### src/rtl/branch_pkg.sv
// Shared constants and queue entry layout for the branch resolve unit.
package branch_pkg;

  localparam int unsigned PC_W          = 32;
  localparam int unsigned INSTR_BYTES   = 4;
  localparam int unsigned DEFAULT_DEPTH = 4;

  typedef struct packed {
    logic [PC_W-1:0] pc;
    logic            taken;
  } bru_entry_t;

endpackage

### src/rtl/bru_fifo.sv
// In-order prediction queue: pointers carry a wrap bit so full and empty are distinguishable.
module bru_fifo
  import branch_pkg::*;
#(
  parameter int unsigned DEPTH = DEFAULT_DEPTH
) (
  input  logic       clk_i,
  input  logic       rst_ni,
  input  logic       clear_i,
  input  logic       push_i,
  input  logic       pop_i,
  input  bru_entry_t wdata_i,
  output bru_entry_t rdata_o,
  output logic       full_o,
  output logic       empty_o
);

  localparam int unsigned AW = $clog2(DEPTH);

  bru_entry_t    mem_q [DEPTH];
  logic [AW:0]   wr_ptr_q, wr_ptr_d;
  logic [AW:0]   rd_ptr_q, rd_ptr_d;

  assign empty_o = (wr_ptr_q == rd_ptr_q);
  assign full_o  = (wr_ptr_q[AW] != rd_ptr_q[AW]) &&
                   (wr_ptr_q[AW-1:0] == rd_ptr_q[AW-1:0]);
  assign rdata_o = mem_q[rd_ptr_q[AW-1:0]];

  // Clear wins over push/pop: a squash empties the queue in one edge.
  always_comb begin
    wr_ptr_d = wr_ptr_q;
    rd_ptr_d = rd_ptr_q;
    if (clear_i) begin
      wr_ptr_d = '0;
      rd_ptr_d = '0;
    end else begin
      if (push_i) wr_ptr_d = wr_ptr_q + 1'b1;
      if (pop_i)  rd_ptr_d = rd_ptr_q + 1'b1;
    end
  end

  always_ff @(posedge clk_i or negedge rst_ni) begin
    if (!rst_ni) begin
      wr_ptr_q <= '0;
      rd_ptr_q <= '0;
    end else begin
      wr_ptr_q <= wr_ptr_d;
      rd_ptr_q <= rd_ptr_d;
    end
  end

  always_ff @(posedge clk_i) begin
    if (push_i && !clear_i) mem_q[wr_ptr_q[AW-1:0]] <= wdata_i;
  end

endmodule

### src/rtl/branch_resolve_unit.sv
// Resolves queued branch predictions in X: predictor update strobes, flush/redirect, statistics.
module branch_resolve_unit
  import branch_pkg::*;
#(
  parameter int unsigned DEPTH = DEFAULT_DEPTH,
  parameter int unsigned CNT_W = 32
) (
  input  logic             clock,
  input  logic             reset,
  input  logic             d_push,
  input  logic [PC_W-1:0]  d_pc,
  input  logic             d_pred_taken,
  output logic             q_full,
  input  logic             x_valid,
  input  logic [PC_W-1:0]  x_pc,
  input  logic             x_taken,
  input  logic [PC_W-1:0]  x_target,
  output logic             Xbranch,
  output logic [PC_W-1:0]  XPCidx,
  output logic             predictedTaken,
  output logic             predictedWrong,
  output logic             flush,
  output logic [PC_W-1:0]  redirect_pc,
  output logic [CNT_W-1:0] n_branches,
  output logic [CNT_W-1:0] n_mispredicts,
  output logic             desync,
  output logic             overflow
);

  bru_entry_t head;
  bru_entry_t wentry;
  logic       full, empty;
  logic       hit, wrong, pop, push;

  logic [CNT_W-1:0] n_br_q, n_br_d;
  logic [CNT_W-1:0] n_mp_q, n_mp_d;
  logic             desync_q, desync_d;
  logic             ovf_q, ovf_d;

  assign wentry = '{pc: d_pc, taken: d_pred_taken};

  bru_fifo #(.DEPTH(DEPTH)) u_fifo (
    .clk_i   (clock),
    .rst_ni  (reset),
    .clear_i (wrong),
    .push_i  (push),
    .pop_i   (pop),
    .wdata_i (wentry),
    .rdata_o (head),
    .full_o  (full),
    .empty_o (empty)
  );

  assign hit   = x_valid && !empty && (head.pc == x_pc);
  assign wrong = hit && (head.taken ^ x_taken);
  assign pop   = hit;
  assign push  = d_push && (!full || pop) && !wrong;

  assign q_full         = full;
  assign Xbranch        = hit;
  assign XPCidx         = x_pc;
  // Empty queue holds stale storage; keep the prediction output quiet then.
  assign predictedTaken = !empty && head.taken;
  assign predictedWrong = wrong;
  assign flush          = wrong;
  assign redirect_pc    = x_taken ? x_target : x_pc + PC_W'(INSTR_BYTES);

  always_comb begin
    n_br_d   = n_br_q;
    n_mp_d   = n_mp_q;
    desync_d = desync_q;
    ovf_d    = ovf_q;
    if (hit && (n_br_q != '1))   n_br_d = n_br_q + 1'b1;
    if (wrong && (n_mp_q != '1)) n_mp_d = n_mp_q + 1'b1;
    if (x_valid && !hit)         desync_d = 1'b1;
    if (d_push && full && !pop)  ovf_d = 1'b1;
  end

  always_ff @(posedge clock or negedge reset) begin
    if (!reset) begin
      n_br_q   <= '0;
      n_mp_q   <= '0;
      desync_q <= 1'b0;
      ovf_q    <= 1'b0;
    end else begin
      n_br_q   <= n_br_d;
      n_mp_q   <= n_mp_d;
      desync_q <= desync_d;
      ovf_q    <= ovf_d;
    end
  end

  assign n_branches    = n_br_q;
  assign n_mispredicts = n_mp_q;
  assign desync        = desync_q;
  assign overflow      = ovf_q;

endmodule

### config.mk
export PLATFORM = sky130hd
export DESIGN_NAME = branch_resolve_unit
export DESIGN_NICKNAME = d
export VERILOG_FILES = /design/src/rtl/branch_pkg.sv /design/src/rtl/bru_fifo.sv /design/src/rtl/branch_resolve_unit.sv
export SDC_FILE = /design/constraint.sdc
export NUM_CORES = 1
export LEC_CHECK = 0
export BUFFER_PORTS_ARGS = -buffer_cell sky130_fd_sc_hd__buf_4
export CELL_PAD_IN_SITES_DETAIL_PLACEMENT = 0
export CELL_PAD_IN_SITES_GLOBAL_PLACEMENT = 1
export CORE_MARGIN = 1.5
export CORE_UTILIZATION = 30
export CTS_CLUSTER_SIZE = 14
export DETAILED_ROUTE_END_ITERATION = 8
export GPL_ROUTABILITY_DRIVEN = 0
export MAX_ROUTING_LAYER = met4
export PLACE_DENSITY_LB_ADDON = 0.1
export SLEW_MARGIN = 10
export SYNTH_ARGS = -nofsm -noshare
export SYNTH_HDL_FRONTEND = slang
export SYNTH_SLANG_ARGS = --single-unit
### constraint.sdc
create_clock -name clock -period 5.25 [get_ports clock]
set_input_delay 0.2625 -clock clock [delete_from_list [all_inputs] [get_ports clock]]
set_output_delay 0.2625 -clock clock [all_outputs]
set_load 0.05 [all_outputs]
# == After elaboration in Yosys (flattened, before gate mapping) ==
# Memory sizes are Yosys's and may differ from the RTL's.
# Index checks and enable logic that the tools add are counted.
# classes
reduce_logical,20
eq_ne,6
n_bitwise,1
muxes,7
add_sub_neg,5
# op_table
op,n
"32-bit by 1-bit adder with 32-bit output, second input constant",2
"32-bit inequality test, second input constant",2
"32-bit by 3-bit adder with 32-bit output, second input constant",1
32-bit equality test,1
32-bit two-way mux,1
1-bit logical AND,13
3-bit two-way mux,4
"3-bit by 1-bit adder with 3-bit output, second input constant",2
1-bit logical NOT,4
2-bit nonzero test,2
3-bit equality test,1
2-bit equality test,1
1-bit two-way mux,2
1-bit logical OR,1
1-bit inequality test,1
1-bit bitwise XOR,1
# word_totals
ramBits,132
reg_bits,72
memories,1
output_inout_bits,135
# mem_list
memory,words,width,rd,rd_ports_with_merged_regs,write_ports,line_no,source
u_fifo.mem_q,4,33,1,0,1,bru_fifo.sv:20,bru_entry_t mem_q [DEPTH];

# == Depth between registers and ports, before layout ==
# logic_depth
ltp_word,10
depth_mapped,11
ltp_nobuf,8

# == By module ==
# From an unflattened synthesis, not the netlist that was laid out.
# unflattened
cells_unflattened,745
area_unflattened_um2,9865.7
# modules_own_cells
module,cells_each,area_each_um2,instances
bru_fifo,210,5205.0,1
branch_resolve_unit,535,4660.7,1

# == Least setup slack after synthesis ==
# Ideal clock, no wire load.
# synth_timing
path_kind,register to register
startpoint,register u_fifo.rd_ptr_q[0]
endpoint,"memory u_fifo.mem_q[3][0] (netlist name), enable pin"
path_slack_ns,0.958
path_buffers,3
t_required_ns,4.823
path_stages_with_launch,11
synth_period_minus_slack_ns,4.292
t_arrival_ns,3.866
setup_ns,0.427
path_cell_list,dfrtp_1 -> buf_6 -> buf_2 -> mux4_2 -> xnor2_1 -> nand4_1 -> nor4bb_1 -> nand4_1 -> clkbuf_1 -> a21oi_1 -> nor2b_1
# synth_between
elab_chain_cells,10
# synth_lines
item,line_no,source
"start, declared",bru_fifo.sv:22,"logic [AW:0] rd_ptr_q, rd_ptr_d;"
"start signal, assigned",bru_fifo.sv:48,rd_ptr_q <= rd_ptr_d;
branches (longest 7 deep; another with memory read 4 x 33 bit),--,
1-bit logical AND (*),bru_fifo.sv:53,if (push_i && !clear_i) mem_q[wr_ptr_q[AW-1:0]] <= wdata_i;
1-bit two-way mux (*),bru_fifo.sv:53,
1-bit two-way mux (not written as such) (*),bru_fifo.sv:53,
"end, declared",bru_fifo.sv:20,
# Every way passes the cells marked *.

# == Worst setup path in the final report ==
# layout_timing
startpoint,register u_fifo.rd_ptr_q[0]
endpoint,output port flush
# layout_between
elab_chain_cells,5
# layout_lines
item,line_no,source
branches (longest 4 deep; another with memory read 4 x 33 bit),--,
1-bit logical AND (*),branch_resolve_unit.sv:55,assign wrong = hit && (head.taken ^ x_taken);
"end, declared",branch_resolve_unit.sv:22,"output logic flush,"
# Marked as above.

==> impl_metrics.toml <==
[status]
status = "completed"

[final_layout]
post_route_cells_drive_above_1_share_pct = 32.6
fillCellCount = 3159
syn_to_final_growth_pct = 32.7
finalNetCount = 1111
final_cell_mix = "244 x buf_4, 132 x edfxtp_1, 84 x xnor2_1"
layout_commonest_cell = "buf_4"
post-route-cell-area_um2 = 13100
n_antenna_cell = 0

[critical_path]
worst_setup_path_end_kind = "output pin"
critPathArrivalTime_ns = 3.94
cp_max_fo = 26
critPathRequiredTime_ns = 4.99
startpoint_type = "flip-flop"
path_class = "flip-flop to output pin"

[die]
die_w_um = 184
core-area_um2 = 32500
start_util_pct = 30.4
dieArea_um2 = 33900
boundaryPins = 237
die-height_um = 184
fp-row-count = 66

[yosys]
ys_types = 48
synth_cells = 750
syn-cell-area_um2 = 9850
synthFlopType = "edfxtp_1"
syn_nets = 860
synth_area_per_cell_um2 = 13.1
synth_edf_count = 132
async_flop_share_pct = 35.3
ys_ff_latch = 204
yosysSeqAreaShare_pct = 58.5
synth_warnings = 0

[sta]
rsz0062_at_grt = "no"
relSlewSlack_pct = 23.9
fin_skew_ns = 0.00842
period_minus_slack_ns = 4.20
max_slew.worst_pin.slew_ns = 1.13
setup_viol = 0
finalSetupTns_ns = 0
finalCritPeriodShare_pct = 80.0
max_freq_mhz = 238
hold_slack_ns = 0.445
slew_viol_final = 0
hold_viol = 0

[power]
p_int_mw = 3.22
p_sw_share_pct = 27.0
power_density_nw_per_um2 = 338
switchingPower_mw = 1.19
combPwrFrac_pct = 17.3
clockPowerShare_pct = 37.3
vdd_drop_max_mv = 0.184
seqPwrFrac_pct = 45.4
leakage_nw = 5.20

[grt]
grt_use_total_pct = 16.6
grt_overflow = 0
grt_pass1_vias = 6960
grt_pass1_wl_mm = 41.6
antenna_found_initial = 0
grt_max_degree = 73

[route]
wl_per_cell_um = 18.8
vias_per_cell = 4.68
dr.first_iter.drc_count = 326
firstDrtPassIters = 4
drc = 0
wl_mm = 27.4
final_antenna_net_count = 0
num_vias = 6844

[cts]
cts_sinks = 204
cts_tree = "yes"
htree_levels = 1
postCtsSetupBuffers = 0
cts-buffers-inserted = 24
ctsRootBufferMaster = "clkbuf_16"
clkLatencyLatePin_ns = 0.51
cts_buffer_depth = 3
path_clk_slew_ns = 0.06

[place]
dp_hpwl_mm = 19.5
place_area_um2 = 11900
port_buffers = 236

[job]
cap_violations = 0

[min_path]
hp-class = "input pin to asynchronous set/reset pin"
==> logic make-up (layout without fill, tap and decap cells) <==
family,after synthesis,count (layout),share of synthesized area [%]
AOI/OAI and AO/OA,56,56,3.43
buffers and inverters,67,336,4.22
xor gates and xnor gates,129,129,11.5
adders and majority gates,8,8,1.02
DFF,204,204,58.5
and+or+nand+nor,240,240,13.2
muxes,46,46,8.04
==> power groups by stage <==
stage / Clock (mW) / Sequential, mW / Combinational, mW
floorplan: 0 / 2.04 / 0.445
global placement: 0 / 2.04 / 0.760
detailed placement: 0 / 2.04 / 0.757
CTS: 1.70 / 2.01 / 0.783
global route: 1.77 / 2.03 / 0.830
finish: 1.65 / 2.01 / 0.763
==> metrics by stage <==
stage | setup WS [ns] | utilization [%] | std cells | power [mW]
global placement | 1.13 | 36.7 | 1381 | 2.80
global route | 0.709 | 40.3 | 1461 | 4.62
CTS | 0.909 | 40.3 | 1461 | 4.50
detailed placement | 1.09 | 36.7 | 1381 | 2.80
finish | 1.05 | 40.3 | 1461 | 4.42
floorplan | 0.958 | - | 750 | 2.48
==> final cells by class <==
cell class	count	area [um2]	share of cell area [%]
flip-flops and latches	204	5770	44.1
multi-input cells	479	3670	28.1
repair buffers	282	2230	17.1
clock buffers	33	716	5.48
well taps	442	553	4.23
clock inverters	11	90.1	0.689
inverters	10	37.5	0.287
==> Yosys cell counts, types with 11 or more instances <==
| library cell | number | area [um2] |
|---|---|---|
| xnor2_1 | 84 | 736 |
| nand4_1 | 49 | 307 |
| o21ai_0 | 30 | 150 |
| mux4_2 | 26 | 586 |
| clkbuf_1 | 14 | 52.6 |
| and2_1 | 11 | 68.8 |
| nor2_1 | 26 | 97.6 |
| edfxtp_1 | 132 | 3960 |
| mux2i_1 | 15 | 150 |
| and3_1 | 20 | 125 |
| dfrtp_1 | 72 | 1800 |
| and4_1 | 14 | 123 |
| xor2_1 | 44 | 385 |
| buf_4 | 34 | 255 |
| nand2_1 | 72 | 270 |
| nand3_1 | 30 | 150 |
==> worst max-delay path, cell delays in order (launching register included) <==
cell,delay [ns]
dfrtp_2,0.96
mux4_2,0.66
xnor2_1,0.20
nand3_1,0.11
nor4_2,0.35
nand4_2,0.41
nor2_2,0.30
buf_4,0.21
buf_4,0.21
==> sequential cells by signal, summed over array words and instances, names as in the netlist <==
register / flops
u_fifo.mem_q: 132
n_branches: 32
n_mispredicts: 32
u_fifo.rd_ptr_q: 3
u_fifo.wr_ptr_q: 3
desync: 1
overflow: 1
==> per-layer routing <==
metal / up-vias / track usage (%) / share of wire [%]
met5: - / - / 0
met4: 0 / 3.54 / 1.5
met3: 33 / 2.49 / 4.9
met2: 194 / 26.8 / 46
met1: 3366 / 22.2 / 47
li1: 3251 / - / -
==> final timing paths <==
path	to	slack, ns	cells past startpoint	from
max	flush	1.05	8	u_fifo.rd_ptr_q[0]$_DFFE_PN0P_
min	n_branches[30]$_DFFE_PN0P_	0.45	2	reset
max reg2reg	u_fifo.mem_q[2][12]$_DFFE_PP_	1.20	10	u_fifo.rd_ptr_q[0]$_DFFE_PN0P_
min reg2reg	desync$_DFFE_PN0P_	0.46	1	desync$_DFFE_PN0P_
max in group asynchronous	u_fifo.rd_ptr_q[0]$_DFFE_PN0P_	4.12	2	reset
min in group clock	desync$_DFFE_PN0P_	0.46	1	desync$_DFFE_PN0P_
==> what timing repair did <==
item                      in CTS  in global routing
hold buffers                  36                  0
resized for setup              0                  0
hold endpoints to repair     206                  0
No activity file was read; power rests on OpenSTA's default activity.
